<file path="src/rtl/spi_mem_pkg.sv">
// ============================================================================
// Module      : spi_mem_pkg
// Description : Shared constants, state encoding and frame builder for the
//               SPI serial-SRAM controller.
// Revision    : 1.0 - initial release
// ============================================================================
`default_nettype none

package spi_mem_pkg;

    localparam int ADDR_W     = 24;
    localparam int DATA_W     = 16;
    localparam int FRAME_BITS = 48;

    localparam logic [7:0] CMD_READ  = 8'h03;
    localparam logic [7:0] CMD_WRITE = 8'h02;

    typedef enum logic [2:0] {
        IDLE  = 3'd0,
        SHIFT = 3'd1,
        DONE  = 3'd2,
        GAP   = 3'd3,
        HOLD  = 3'd4
    } state_t;

    function automatic logic [FRAME_BITS-1:0] build_frame(
        input logic              wr,
        input logic [ADDR_W-1:0] addr,
        input logic [DATA_W-1:0] wdata
    );
        return {wr ? CMD_WRITE : CMD_READ, addr, wr ? wdata : {DATA_W{1'b0}}};
    endfunction

endpackage

`default_nettype wire

</file>
<file path="src/rtl/spi_mem_clkgen.sv">
// ============================================================================
// Module      : spi_mem_clkgen
// Description : SPI mode-0 clock generator. Emits one-cycle rise/fall strobes
//               every CLK_DIV system clocks while enabled; parks low otherwise.
// Revision    : 1.0 - initial release
// ============================================================================
`default_nettype none

module spi_mem_clkgen #(
    parameter int CLK_DIV = 2
) (
    input  logic clk,
    input  logic rst,
    input  logic i_en,
    output logic o_rise,
    output logic o_fall,
    output logic o_sclk
);

    localparam int c_PH_W = (CLK_DIV > 1) ? $clog2(CLK_DIV) : 1;

    logic [c_PH_W-1:0] r_phase;
    logic [c_PH_W-1:0] w_phase_d;
    logic              r_sclk;
    logic              w_sclk_d;
    logic              w_term;

    always_comb begin
        w_term    = (r_phase == c_PH_W'(CLK_DIV - 1));
        o_rise    = i_en && w_term && !r_sclk;
        o_fall    = i_en && w_term && r_sclk;
        w_phase_d = '0;
        w_sclk_d  = 1'b0;
        if (i_en) begin
            w_phase_d = w_term ? '0 : r_phase + c_PH_W'(1);
            w_sclk_d  = w_term ? !r_sclk : r_sclk;
        end
    end

    always_ff @(posedge clk) begin
        if (rst) begin
            r_phase <= '0;
            r_sclk  <= 1'b0;
        end else begin
            r_phase <= w_phase_d;
            r_sclk  <= w_sclk_d;
        end
    end

    assign o_sclk = r_sclk;

endmodule

`default_nettype wire

</file>
<file path="src/rtl/spi_mem_ctrl.sv">
// ============================================================================
// Module      : spi_mem_ctrl
// Description : SPI initiator turning CPU requests into 16-bit 23LC-style
//               read/write frames. Define SPI_MEM_SEQ_EN to keep select
//               asserted after a transfer so a follow-on word at addr+2 can
//               be moved with a data-only frame.
// Revision    : 1.0 - initial release
// ============================================================================
`default_nettype none

module spi_mem_ctrl
    import spi_mem_pkg::*;
#(
    parameter int CLK_DIV    = 2,
    parameter int GAP_CYCLES = 2
) (
    input  logic              clk,
    input  logic              rst,
    input  logic              req_valid,
    output logic              req_ready,
    input  logic              req_write,
    input  logic [ADDR_W-1:0] req_addr,
    input  logic [DATA_W-1:0] req_wdata,
    output logic              resp_valid,
    output logic [DATA_W-1:0] resp_rdata,
    output logic              busy,
    output logic              spi_select,
    output logic              spi_clk,
    output logic              spi_mosi,
    input  logic              spi_miso
);

`ifdef SPI_MEM_SEQ_EN
    localparam bit c_SEQ_EN = 1'b1;
`else
    localparam bit c_SEQ_EN = 1'b0;
`endif

    localparam int c_GAP_W = (GAP_CYCLES > 1) ? $clog2(GAP_CYCLES) : 1;

    state_t                  r_state,  w_state_d;
    logic [FRAME_BITS-1:0]   r_tx,     w_tx_d;
    logic [DATA_W-1:0]       r_rx,     w_rx_d;
    logic [5:0]              r_bits,   w_bits_d;
    logic                    r_short,  w_short_d;
    logic                    r_write,  w_write_d;
    logic [ADDR_W-1:0]       r_addr,   w_addr_d;
    logic [DATA_W-1:0]       r_wdata,  w_wdata_d;
    logic                    r_pend,   w_pend_d;
    logic [c_GAP_W-1:0]      r_gap,    w_gap_d;
    logic [3:0]              r_hold,   w_hold_d;
    logic                    r_sel,    w_sel_d;
    logic                    r_ready,  w_ready_d;
    logic                    r_resp,   w_resp_d;
    logic [DATA_W-1:0]       r_rdata,  w_rdata_d;

    logic w_accept;
    logic w_seq_hit;
    logic w_rise;
    logic w_fall;

    spi_mem_clkgen #(
        .CLK_DIV (CLK_DIV)
    ) u_clkgen (
        .clk    (clk),
        .rst    (rst),
        .i_en   (r_state == SHIFT),
        .o_rise (w_rise),
        .o_fall (w_fall),
        .o_sclk (spi_clk)
    );

    always_comb begin
        w_state_d = r_state;
        w_tx_d    = r_tx;
        w_rx_d    = r_rx;
        w_bits_d  = r_bits;
        w_short_d = r_short;
        w_write_d = r_write;
        w_addr_d  = r_addr;
        w_wdata_d = r_wdata;
        w_pend_d  = r_pend;
        w_gap_d   = r_gap;
        w_hold_d  = r_hold;
        w_sel_d   = r_sel;
        w_resp_d  = 1'b0;
        w_rdata_d = r_rdata;
        w_accept  = req_valid && r_ready;
        w_seq_hit = (req_write == r_write) && (req_addr == r_addr + ADDR_W'(2));

        case (r_state)
            IDLE: begin
                if (w_accept) begin
                    w_write_d = req_write;
                    w_addr_d  = req_addr;
                    w_wdata_d = req_wdata;
                    w_tx_d    = build_frame(req_write, req_addr, req_wdata);
                    w_bits_d  = '0;
                    w_short_d = 1'b0;
                    w_sel_d   = 1'b1;
                    w_state_d = SHIFT;
                end
            end
            SHIFT: begin
                if (w_rise) begin
                    w_rx_d = {r_rx[DATA_W-2:0], spi_miso};
                end
                if (w_fall) begin
                    w_tx_d   = {r_tx[FRAME_BITS-2:0], 1'b0};
                    w_bits_d = r_bits + 6'd1;
                    if (r_bits == (r_short ? 6'd15 : 6'd47)) begin
                        w_bits_d  = '0;
                        w_sel_d   = c_SEQ_EN;
                        w_resp_d  = 1'b1;
                        w_rdata_d = r_write ? '0 : r_rx;
                        w_state_d = DONE;
                    end
                end
            end
            DONE: begin
                w_gap_d   = '0;
                w_hold_d  = '0;
                w_state_d = c_SEQ_EN ? HOLD : GAP;
            end
            GAP: begin
                w_gap_d = r_gap + c_GAP_W'(1);
                if (r_gap == c_GAP_W'(GAP_CYCLES - 1)) begin
                    w_gap_d = '0;
                    if (r_pend) begin
                        // Request accepted in HOLD that could not chain
                        w_pend_d  = 1'b0;
                        w_tx_d    = build_frame(r_write, r_addr, r_wdata);
                        w_bits_d  = '0;
                        w_short_d = 1'b0;
                        w_sel_d   = 1'b1;
                        w_state_d = SHIFT;
                    end else begin
                        w_state_d = IDLE;
                    end
                end
            end
            HOLD: begin
                w_hold_d = r_hold + 4'd1;
                if (w_accept) begin
                    w_write_d = req_write;
                    w_addr_d  = req_addr;
                    w_wdata_d = req_wdata;
                    w_gap_d   = '0;
                    if (w_seq_hit) begin
                        w_tx_d    = {req_write ? req_wdata : {DATA_W{1'b0}}, 32'h0};
                        w_bits_d  = '0;
                        w_short_d = 1'b1;
                        w_state_d = SHIFT;
                    end else begin
                        w_pend_d  = 1'b1;
                        w_sel_d   = 1'b0;
                        w_state_d = GAP;
                    end
                end else if (r_hold == 4'd15) begin
                    w_gap_d   = '0;
                    w_sel_d   = 1'b0;
                    w_state_d = GAP;
                end
            end
            default: begin
                w_state_d = IDLE;
                w_sel_d   = 1'b0;
            end
        endcase

        w_ready_d = (w_state_d == IDLE) || (w_state_d == HOLD);
    end

    always_ff @(posedge clk) begin
        if (rst) begin
            r_state <= IDLE;
            r_tx    <= '0;
            r_rx    <= '0;
            r_bits  <= '0;
            r_short <= 1'b0;
            r_write <= 1'b0;
            r_addr  <= '0;
            r_wdata <= '0;
            r_pend  <= 1'b0;
            r_gap   <= '0;
            r_hold  <= '0;
            r_sel   <= 1'b0;
            r_ready <= 1'b0;
            r_resp  <= 1'b0;
            r_rdata <= '0;
        end else begin
            r_state <= w_state_d;
            r_tx    <= w_tx_d;
            r_rx    <= w_rx_d;
            r_bits  <= w_bits_d;
            r_short <= w_short_d;
            r_write <= w_write_d;
            r_addr  <= w_addr_d;
            r_wdata <= w_wdata_d;
            r_pend  <= w_pend_d;
            r_gap   <= w_gap_d;
            r_hold  <= w_hold_d;
            r_sel   <= w_sel_d;
            r_ready <= w_ready_d;
            r_resp  <= w_resp_d;
            r_rdata <= w_rdata_d;
        end
    end

    assign req_ready  = r_ready;
    assign resp_valid = r_resp;
    assign resp_rdata = r_rdata;
    assign busy       = (r_state != IDLE);
    assign spi_select = r_sel;
    assign spi_mosi   = r_tx[FRAME_BITS-1];

endmodule

`default_nettype wire

</file>
<file path="config.mk">
export PLATFORM = sky130hd
export DESIGN_NAME = spi_mem_ctrl
export DESIGN_NICKNAME = d
export VERILOG_FILES = /design/src/rtl/spi_mem_pkg.sv /design/src/rtl/spi_mem_clkgen.sv /design/src/rtl/spi_mem_ctrl.sv
export SDC_FILE = /design/constraint.sdc
export NUM_CORES = 1
export LEC_CHECK = 0
export CORE_ASPECT_RATIO = 1.1
export CORE_MARGIN = 8
export CORE_UTILIZATION = 44
export CTS_CLUSTER_SIZE = 28
export DETAILED_ROUTE_END_ITERATION = 6
export PLACE_DENSITY = 0.72
export SLEW_MARGIN = 25
export SYNTH_ARGS = -nofsm -noshare
export SYNTH_HDL_FRONTEND = slang
export SYNTH_HIERARCHICAL = 1
export SYNTH_SLANG_ARGS = --single-unit
</file>
<file path="constraint.sdc">
create_clock -name clk -period 3.2 [get_ports clk]
set_input_delay 0.32 -clock clk [delete_from_list [all_inputs] [get_ports clk]]
set_output_delay 0.32 -clock clk [all_outputs]
set_load 0.02 [all_outputs]
</file>
# == Word level (Yosys, flattened, before mapping) ==
# Cells that the tools add are included.
# word_totals
ff_bits,142
latch_bits,0
mem_bits_rw,0
romBits,0
input_bits,45
out_inout_bits,22
wordCells,125
n_memories,0
# classes
addsub,5
multipliers,0
n_div,0
magnitude_cmp,0
n_eq_ne,19
n_shift,0
muxes,54
n_bitwise,3
reduce_logical,27
# ops
op,count
two-way mux 48 bit,6
one-hot mux 48 bit (4 select lines),1
two-way mux 16 bit,3
two-way mux 6 bit,8
adder 24 x 2 -> 24 bit (second input constant),1
equality test 24 bit,1
one-hot mux 6 bit (4 select lines),1
two-way mux 1 bit,22
two-way mux 3 bit,6
inequality test 2 bit (second input constant),8
one-hot mux 3 bit (5 select lines),1
nonzero test 3 bit,3
one-hot mux 4 bit (2 select lines),1
AND reduction 8 bit,1
AND reduction 7 bit,1
adder 6 x 1 -> 6 bit (second input constant),1
equality test 3 x 2 -> 1 bit (second input constant),2
equality test 3 bit (second input constant),2
equality test 6 bit,1
zero test 3 bit,2
inequality test 3 bit (second input constant),2
one-hot mux 1 bit (3 select lines),2
AND reduction 2 bit,3
AND reduction 6 bit,1
other kinds (18),28

# == Logic depth before layout (Yosys ltp) ==
# Gate-level depths: netlist of the first run.
# logic_depth
depth_word,8
depth_mapped,14
mapped_depth_nobuf,11

# == Modules after synthesis ==
# Netlist of the first run, hierarchy kept.
# modules_own_cells
module,instances,cells_per_inst,area_each_um2,seq_area_each_um2
spi_mem_ctrl,1,884,7205.7,2802.7
spi_mem_clkgen,1,9,77.6,40.0

# == Worst setup path after synthesis of the first run ==
# OpenSTA, ideal clock, no wires.
# synth_path
kind,register -> register
start,register r_addr[7]
end,register r_tx[0]
setup_ns,0.060
t_arrival_ns,2.865
t_required_ns,3.140
slack_ns,0.275
path_stages_with_launch,12
n_path_buf,3
period_less_slack_ns,2.925
path_cell_list,dfxtp_1 -> buf_2 -> nand4_4 -> or4_1 -> buf_2 -> or4_4 -> a211oi_2 -> nand4_1 -> or4_4 -> nor2_8 -> buf_8 -> o311a_1
# synth_via
elab_chain_len,5
# synth_lines
element,line,text
start: declaration,spi_mem_ctrl.sv:47,"logic [ADDR_W-1:0] r_addr, w_addr_d;"
start signal: assignment,spi_mem_ctrl.sv:198,r_addr <= w_addr_d;
adder 24 x 2 -> 24 bit,spi_mem_ctrl.sv:89,w_seq_hit = (req_write == r_write) && (req_addr == r_addr + ADDR_W'(2));
equality test 24 bit,spi_mem_ctrl.sv:89,
logical AND 1 bit,spi_mem_ctrl.sv:89,
inequality test 2 bit (no line),n/a,
AND reduction 7 bit (no line),n/a,
end signal: assignment,spi_mem_ctrl.sv:193,r_tx <= w_tx_d;
end: declaration,spi_mem_ctrl.sv:42,"logic [FRAME_BITS-1:0] r_tx, w_tx_d;"
# No other way between the ends.
# A chain may end at the register's enable or synchronous reset.

# == Worst setup path after layout of the first run ==
# layout_path
start,register r_addr[1]
end,register r_tx[11]
# The elaborated chain is that of the path after synthesis.

==> out/metrics.cfg, run 1 <==
[routing]
drt_pass1_iterations = 5
postRouteWirelength_mm = 19.8
via_count = 6919
detail_route.drc_violations = 0
wl_per_cell_microns = 17.0
dr.first_iter.drc_count = 630
detail_route.vias_per_cell = 5.93
ant_nets = 0

[sta]
slew_violations = 0
rsz0062_at_grt = false
fin_setup_tns_ns = 0
hold-worst-slack_ns = 0.455
timing.final.hold_violations = 0
worst-slew-pin-transition_ns = 0.900
fmax_ghz = 0.329
skew_ns = 0.00819
slew-limit-headroom_pct = 40.0
finalSetupViolations = 0
final.min_clock_period_ns = 3.04
share_of_the_clock_period_used_by_the_worst_path_pct = 95.0

[clocking]
clock_tree.htree_level_count = 4
clkSlewWorstSetupHoldPaths_ns = 0.07
cts_tree = done
cts_made_buffers = 17
number_of_clock_sinks = 142
cts_buffer_depth = 2
cts.hold.buffers_added = 0
worst_skew_pair.late_latency_ns = 0.43
cts_root_buffer = sky130_fd_sc_hd__clkbuf_16

[die]
floorplan.io_pins = 67
die_area_sq_mm = 0.0209
dieHeight_microns = 151
initial_utilization_pct = 44.7
rows = 49
floorplan.core_area_sq_mm = 0.0163
die_width_microns = 139

[run]
maxCapViolCount = 0

[setup_path]
worst_setup_path_end_kind = flop
crit-reg2reg-launch = r_addr[1]$_SDFFE_PP0P_
worst_ep_arrival_ns = 3.41
critPathRequiredTime_ns = 3.57
reg2reg_path_depth = 9
crit_fanout = 23
cp-start-kind = flop
r2r_setup_slack_ns = 0.16
critical_path_class = flop to flop
r2r_end = r_tx[11]$_SDFFE_PP0P_

[yosys]
synth_edf_count = 0
yosysWarningCount = 6
avgSynthCellArea_sq_um = 8.16
synth_flop_cell = sky130_fd_sc_hd__dfxtp_1
netlist-cell-type-count = 72
ys_seq_elements = 142
syn-num-nets = 941
synth_cells = 893
ys_seq_area_share_pct = 39.0
synth_async_sr_flop_share_pct = 0
post_synthesis_instance_area_sq_mm = 0.00728

[global_routing]
grt-ovfl-total = 0
grt_antenna_before_repair = 0
grt_pass1_wl_mm = 32.8
first_global_vias = 6576
pin_count_of_the_biggest_net_entering_global_routing = 59
groute.usage.overall_pct = 18.9

[final_layout]
post_route_core_utilization_pct = 54.8
layout.cells.most_common = sky130_fd_sc_hd__nand2_1
highest_count_cells_in_the_layout_ignoring_fill_and_taps = 168 x sky130_fd_sc_hd__nand2_1, 140 x sky130_fd_sc_hd__dfxtp_1, 102 x sky130_fd_sc_hd__a21oi_1
layoutNonFillerInstCount = 1166
syn_to_final_growth_pct = 22.8
final_layout_size_suffix_gt1_share_pct = 11.5
n_antenna_cell = 0
final_net_count = 997

[power_and_ir_drop]
irDropWorstVdd_mv = 0.345
power.density_mw_per_mm2 = 510
leak_pwr_nw = 3.28

[placed_design]
detailed_place_hpwl_mm = 13.0
port_buffers = 66
dp_cells = 1133
gp_congestion = 0.872

[hold_path]
timing.hold.worst.class = flop to flop
timing.hold.worst.start = r_wdata[15]$_SDFFE_PP0P_
hold_path_depth = 2
hold_path_end = r_wdata[15]$_SDFFE_PP0P_

[status]
outcome = completed

## worst max-delay path by stage
| stage | end | startpoint |
|---|---|---|
| 2_1_floorplan | r_tx[0]$_SDFFE_PP0P_ | r_addr[7]$_SDFFE_PP0P_ |
| 3_3_place_gp | r_pend$_SDFFE_PP0P_ | req_addr[7] |
| 3_5_place_dp | r_pend$_SDFFE_PP0P_ | req_addr[7] |
| 4_1_cts | r_tx[11]$_SDFFE_PP0P_ | r_addr[7]$_SDFFE_PP0P_ |
| 5_1_grt | r_bits[4]$_SDFFE_PP0P_ | r_addr[8]$_SDFFE_PP0P_ |
| 6_report | r_tx[11]$_SDFFE_PP0P_ | r_addr[1]$_SDFFE_PP0P_ |
## kinds of logic (layout without fill, tap and decap cells)
kind of cell | Yosys count | count (layout) | synth area share [%]
compound gates | 301 | 301 | 27.7
simple gates | 286 | 286 | 18.6
flops | 142 | 142 | 39.0
buf+inv | 96 | 165 | 5.65
mux | 37 | 37 | 5.10
xor+xnor | 28 | 28 | 3.37
fa+ha+maj | 3 | 3 | 0.515
## synth_stat cells (4+ instances only)
library cell | n | area (sq um)
sky130_fd_sc_hd__a211oi_1 | 7 | 52.6
sky130_fd_sc_hd__a21o_1 | 4 | 30.0
sky130_fd_sc_hd__a21oi_1 | 102 | 510
sky130_fd_sc_hd__a222oi_1 | 15 | 150
sky130_fd_sc_hd__a22o_1 | 16 | 140
sky130_fd_sc_hd__a22oi_1 | 7 | 52.6
sky130_fd_sc_hd__and2_1 | 4 | 25.0
sky130_fd_sc_hd__and3_1 | 7 | 43.8
sky130_fd_sc_hd__buf_2 | 8 | 40.0
sky130_fd_sc_hd__clkbuf_1 | 64 | 240
sky130_fd_sc_hd__dfxtp_1 | 142 | 2840
sky130_fd_sc_hd__inv_1 | 14 | 52.6
sky130_fd_sc_hd__mux2i_1 | 36 | 360
sky130_fd_sc_hd__nand2_1 | 168 | 631
sky130_fd_sc_hd__nand2b_1 | 11 | 68.8
sky130_fd_sc_hd__nand3_1 | 12 | 60.1
sky130_fd_sc_hd__nand4_1 | 8 | 50.1
sky130_fd_sc_hd__nor2_1 | 24 | 90.1
sky130_fd_sc_hd__nor2b_1 | 10 | 62.6
sky130_fd_sc_hd__nor3_1 | 11 | 55.1
sky130_fd_sc_hd__nor4_1 | 6 | 37.5
sky130_fd_sc_hd__o211ai_1 | 19 | 143
sky130_fd_sc_hd__o21ai_0 | 43 | 215
sky130_fd_sc_hd__o21ai_1 | 20 | 100
sky130_fd_sc_hd__o22ai_1 | 5 | 31.3
sky130_fd_sc_hd__o2bb2ai_1 | 4 | 35.0
sky130_fd_sc_hd__o311a_1 | 30 | 300
sky130_fd_sc_hd__or3_1 | 4 | 25.0
sky130_fd_sc_hd__xnor2_1 | 21 | 184
sky130_fd_sc_hd__xor2_1 | 7 | 61.3
## layout make-up
| class | instances | area, sq um |
|---|---|---|
| clock buffer | 17 | 425 |
| clock inverter | 15 | 191 |
| fill | 1522 | 7370 |
| inverter | 16 | 60.1 |
| multi-input combinational | 655 | 4080 |
| sequential | 142 | 2850 |
| tap | 204 | 255 |
| timing repair buffer | 117 | 1090 |
## sequential cells by signal (all words and copies together), names as in the netlist
name and cells:
r_write 1, r_wdata 16, req_ready 1, r_gap 1, r_bits 6, u_clkgen/o_sclk 1
r_short 1, spi_select 1, r_pend 1, r_rx 16, r_addr 24, r_state 3
r_tx 48, resp_rdata 16, r_hold 4, u_clkgen/r_phase 1, resp_valid 1
## power by group
part / internal, W / switching, W
combinational: 0.000256 / 0.000325
clock: 0.00119 / 0.000879
sequential: 0.00185 / 0.0000596
total: 0.00330 / 0.00126
## stage by stage
step           total power [W]  worst slack [ns]  cell area [sq um]
2_1_floorplan          0.00230             0.275               7280
3_3_place_gp           0.00251            0.0270               8310
3_5_place_dp           0.00252            0.0113               8310
4_1_cts                0.00459            0.0260               8930
5_1_grt                0.00473            0.0375               8940
6_report               0.00456             0.161               8940
## worst max-delay path, cell delays in order (launching register included)
cell	delay, ns
sky130_fd_sc_hd__dfxtp_1	0.48
sky130_fd_sc_hd__nand2_1	0.12
sky130_fd_sc_hd__o21a_1	0.19
sky130_fd_sc_hd__or4b_2	0.69
sky130_fd_sc_hd__a2111oi_2	0.39
sky130_fd_sc_hd__nand4_1	0.13
sky130_fd_sc_hd__or4_4	0.49
sky130_fd_sc_hd__nor2_8	0.14
sky130_fd_sc_hd__buf_12	0.17
sky130_fd_sc_hd__o311a_1	0.16
## metal layers
layer	global-route usage, %	wire length [microns]	share of wire (%)	up-vias
met2	32.8	9450	48	188
met1	23.2	9040	46	3325
met4	6.81	344	1.7	0
met3	3.63	993	5.0	36
met5	0	0	0	-
li1	-	-	-	3370
## repair_timing
| action | CTS | global route |
|---|---|---|
| buffers inserted | 0 | 1 |
| gates resized for setup | 0 | 2 |
| setup endpoints to repair | 0 | 57 |
Power figures use the tool's default switching activity.
==> run 2: changes to the inputs <==
--- a/config.mk
+++ b/config.mk
@@ -8,10 +8,11 @@
 export CORE_ASPECT_RATIO = 1.1
 export CORE_MARGIN = 8
 export CORE_UTILIZATION = 44
+export CTS_BUF_LIST = sky130_fd_sc_hd__clkbuf_16
 export CTS_CLUSTER_SIZE = 28
 export DETAILED_ROUTE_END_ITERATION = 6
 export PLACE_DENSITY = 0.72
-export SLEW_MARGIN = 25
+export SLEW_MARGIN = 0
 export SYNTH_ARGS = -nofsm -noshare
 export SYNTH_HDL_FRONTEND = slang
 export SYNTH_HIERARCHICAL = 1
==> results of run 2 <==
Same layout as run 1: the final DEF is identical, and so are final timing and power.
==> run 3: changes to the inputs <==
--- a/config.mk
+++ b/config.mk
@@ -5,14 +5,13 @@
 export SDC_FILE = /design/constraint.sdc
 export NUM_CORES = 1
 export LEC_CHECK = 0
-export CORE_ASPECT_RATIO = 1.1
 export CORE_MARGIN = 8
 export CORE_UTILIZATION = 44
 export CTS_BUF_LIST = sky130_fd_sc_hd__clkbuf_16
 export CTS_CLUSTER_SIZE = 28
 export DETAILED_ROUTE_END_ITERATION = 6
-export PLACE_DENSITY = 0.72
-export SLEW_MARGIN = 0
+export PLACE_DENSITY = 0.74
+export SLEW_MARGIN = 20
 export SYNTH_ARGS = -nofsm -noshare
 export SYNTH_HDL_FRONTEND = slang
 export SYNTH_HIERARCHICAL = 1
==> constraint.sdc (replaced) <==
create_clock -name clk -period 2.75 [get_ports clk]
set_input_delay 0.275 -clock clk [delete_from_list [all_inputs] [get_ports clk]]
set_output_delay 0.275 -clock clk [all_outputs]
set_load 0.02 [all_outputs]
==> out/metrics.cfg, run 3 (synthesized netlist as in run 1, its figures left out) <==
[status]
outcome = finished with violations
violated_checks = negative setup slack

[sta]
finalSetupViolations = 43  ; +43
share_of_the_clock_period_used_by_the_worst_path_pct = 104  ; +9.1 points
fin_setup_tns_ns = -1.76  ; -1.76 ns
fmax_ghz = 0.349  ; +6.1%
timing.final.hold_violations = 0  ; unchanged
rsz0062_at_grt = true
hold-worst-slack_ns = 0.324  ; -0.131 ns
timing.final.ws_setup_ns = -0.113  ; -0.274 ns
worst-slew-pin-transition_ns = 0.686  ; -0.214 ns
final.min_clock_period_ns = 2.86  ; -0.176 ns
skew_ns = 0.0134  ; +0.00521 ns
slew-limit-headroom_pct = 54.3  ; +14 points
slew_violations = 0  ; unchanged

[setup_path]
worst_setup_path_end_kind = flop
worst_ep_arrival_ns = 3.23  ; -0.18 ns
crit_start = r_addr[2]$_SDFFE_PP0P_
critical_path_class = flop to flop
critical_path.slowest_cell = sky130_fd_sc_hd__or4_4
path_cells = ha_4, or3b_4, a21boi_4, o32ai_4, a2111oi_4, nand4_1, or4_4, buf_6, a31oi_4, and3_1
critical_path.max_stage_delay_ns = 0.49  ; -0.20 ns
r2r_setup_slack_ns = -0.11  ; -0.27 ns
crit-reg2reg-launch = r_addr[2]$_SDFFE_PP0P_
crit_fanout = 4  ; -83%
r2r_end = req_ready$_SDFF_PP0_
cp-start-kind = flop
reg2reg_path_depth = 10  ; +1
timing.critical_path.max_delay_family = simple AND/OR/NAND/NOR gates
critPathRequiredTime_ns = 3.11  ; -0.46 ns
cp_num_buf_inv = 1  ; unchanged

[clocking]
clkSlewWorstSetupHoldPaths_ns = 0.06  ; about the same
cts_made_buffers = 17  ; unchanged
cts_root_buffer = sky130_fd_sc_hd__clkbuf_16
clock_tree.htree_level_count = 4  ; unchanged
worst_skew_pair.late_latency_ns = 0.43  ; about the same
number_of_clock_sinks = 142  ; unchanged
cts_tree = done
cts_buffer_depth = 2  ; unchanged

[global_routing]
grt_antenna_before_repair = 0  ; unchanged
first_global_vias = 6713  ; +2.1%
grt-ovfl-total = 0  ; unchanged
groute.usage.overall_pct = 19.9  ; +0.99 points
pin_count_of_the_biggest_net_entering_global_routing = 53  ; -10%
grt_pass1_wl_mm = 33.8  ; +2.9%

[routing]
drt_pass1_iterations = 5  ; unchanged
detail_route.drc_violations = 0  ; unchanged
ant_nets = 0  ; unchanged
postRouteWirelength_mm = 21.1  ; +6.6%
dr.first_iter.drc_count = 723  ; +15%
wl_per_cell_microns = 17.2  ; +1.4%
via_count = 7186  ; +3.9%
detail_route.vias_per_cell = 5.86  ; -1.2%

[final_layout]
largest_registers = r_tx x48, r_addr x24
n_antenna_cell = 0  ; unchanged
flip_flop_count_of_the_largest_register_all_copies_and_words_added = 48  ; unchanged
highest_count_cells_in_the_layout_ignoring_fill_and_taps = 167 x sky130_fd_sc_hd__nand2_1, 132 x sky130_fd_sc_hd__dfxtp_1, 101 x sky130_fd_sc_hd__a21oi_1
filler_cell_count = 1376  ; -9.6%
layout.cells.most_common = sky130_fd_sc_hd__nand2_1
registers.top_by_ff_count = r_tx
final_layout_size_suffix_gt1_share_pct = 17.9  ; +6.4 points
syn_to_final_growth_pct = 31.8
post_route_core_utilization_pct = 58.5  ; +3.7 points
final_cell_area_sq_mm = 0.00960  ; +7.3%
final_net_count = 1041  ; +4.4%
layoutNonFillerInstCount = 1226  ; +5.1%

[die]
die_width_microns = 145  ; +4.3%
initial_utilization_pct = 44.4  ; -0.27 points
dieHeight_microns = 145  ; -4.2%
floorplan.io_pins = 67  ; unchanged
floorplan.core_area_sq_mm = 0.0164  ; +0.61%
die_area_sq_mm = 0.0209  ; about the same
rows = 47  ; -4.1%

[placed_design]
port_buffers = 66  ; unchanged
dp_cells = 1183  ; +4.4%
gp_congestion = 0.849  ; -2.7%
detailed_place_hpwl_mm = 13.1  ; +0.32%
instance_area_after_placement_sq_mm = 0.00861  ; +3.6%

[power_and_ir_drop]
leak_pwr_nw = 3.60  ; +9.9%
irDropWorstVdd_mv = 0.464  ; +34%
power.density_mw_per_mm2 = 571  ; +12%

[hold_path]
timing.hold.worst.start = rst
timing.hold.worst.class = input pin to flop
hold_path_end = r_hold[0]$_SDFFE_PP0P_
hold_path_depth = 2  ; unchanged

[run]
maxCapViolCount = 0  ; unchanged

## run 3: cell count changes in the layout (fill, tap and decap cells not counted), sizes merged
| cell | change |
|---|---|
| clkinv | +2 |
| buf | +44 |
| inv | -4 |
| bufinv | +2 |
## run 3: how the worst max path moves through the flow
stage	endpoint	slack, ns	depth (start not counted)
global placement	req_ready$_SDFF_PP0_	-0.45	9
finish	req_ready$_SDFF_PP0_	-0.11	10
detailed placement	req_ready$_SDFF_PP0_	-0.48	9
CTS	req_ready$_SDFF_PP0_	-0.08	9
floorplan	r_tx[0]$_SDFFE_PP0P_	-0.12	11
global route	req_ready$_SDFF_PP0_	-0.21	10
## run 3: repair_timing
action                     CTS  global route
pin swaps                    8            14
gates resized for setup     23            28
setup buffers                5             5
gates cloned                 1             0
hold buffers                 0             0
setup endpoints to repair   59            59
## run 3: report_power, final
| group | internal, W | switching [W] | total, W |
|---|---|---|---|
| logic | 0.000349 | 0.000413 | 0.000761 |
| registers | 0.00215 | 0.0000631 | 0.00222 |
| clock network | 0.00153 | 0.000971 | 0.00251 |
| total | 0.00404 | 0.00145 | 0.00548 |
## run 3: cell type report
cell class,instances,area [sq um],share of cell area (%)
inverters,16,60.1,0.626
clock inverters,15,209,2.18
multi-input cells,655,4260,44.4
well taps,220,275,2.87
flip-flops and latches,142,2860,29.8
clock buffers,17,425,4.43
repair buffers,161,1510,15.7
## run 3: metrics by stage
| step | setup slack, ns | power [W] |
|---|---|---|
| after floorplan | -0.124 | 0.00267 |
| after global placement | -0.451 | 0.00294 |
| after detailed placement | -0.483 | 0.00296 |
| after CTS | -0.0834 | 0.00549 |
| after global routing | -0.207 | 0.00568 |
| final | -0.113 | 0.00548 |
## run 3: worst register-to-register path, cell delays in order (launching register included)
cell and delay (ns):
sky130_fd_sc_hd__dfxtp_4 0.38, sky130_fd_sc_hd__ha_4 0.16, sky130_fd_sc_hd__or3b_4 0.40, sky130_fd_sc_hd__a21boi_4 0.22, sky130_fd_sc_hd__o32ai_4 0.12, sky130_fd_sc_hd__a2111oi_4 0.35
sky130_fd_sc_hd__nand4_1 0.16, sky130_fd_sc_hd__or4_4 0.49, sky130_fd_sc_hd__buf_6 0.16, sky130_fd_sc_hd__a31oi_4 0.18, sky130_fd_sc_hd__and3_1 0.17
## run 3: metal layers
layer / global-route usage [%] / vias up / routed length, microns
met5: 0 / - / 0
met4: 7.28 / 0 / 432
met3: 3.54 / 37 / 1220
met2: 31.9 / 258 / 9940
met1: 26.3 / 3425 / 9550
li1: - / 3466 / -
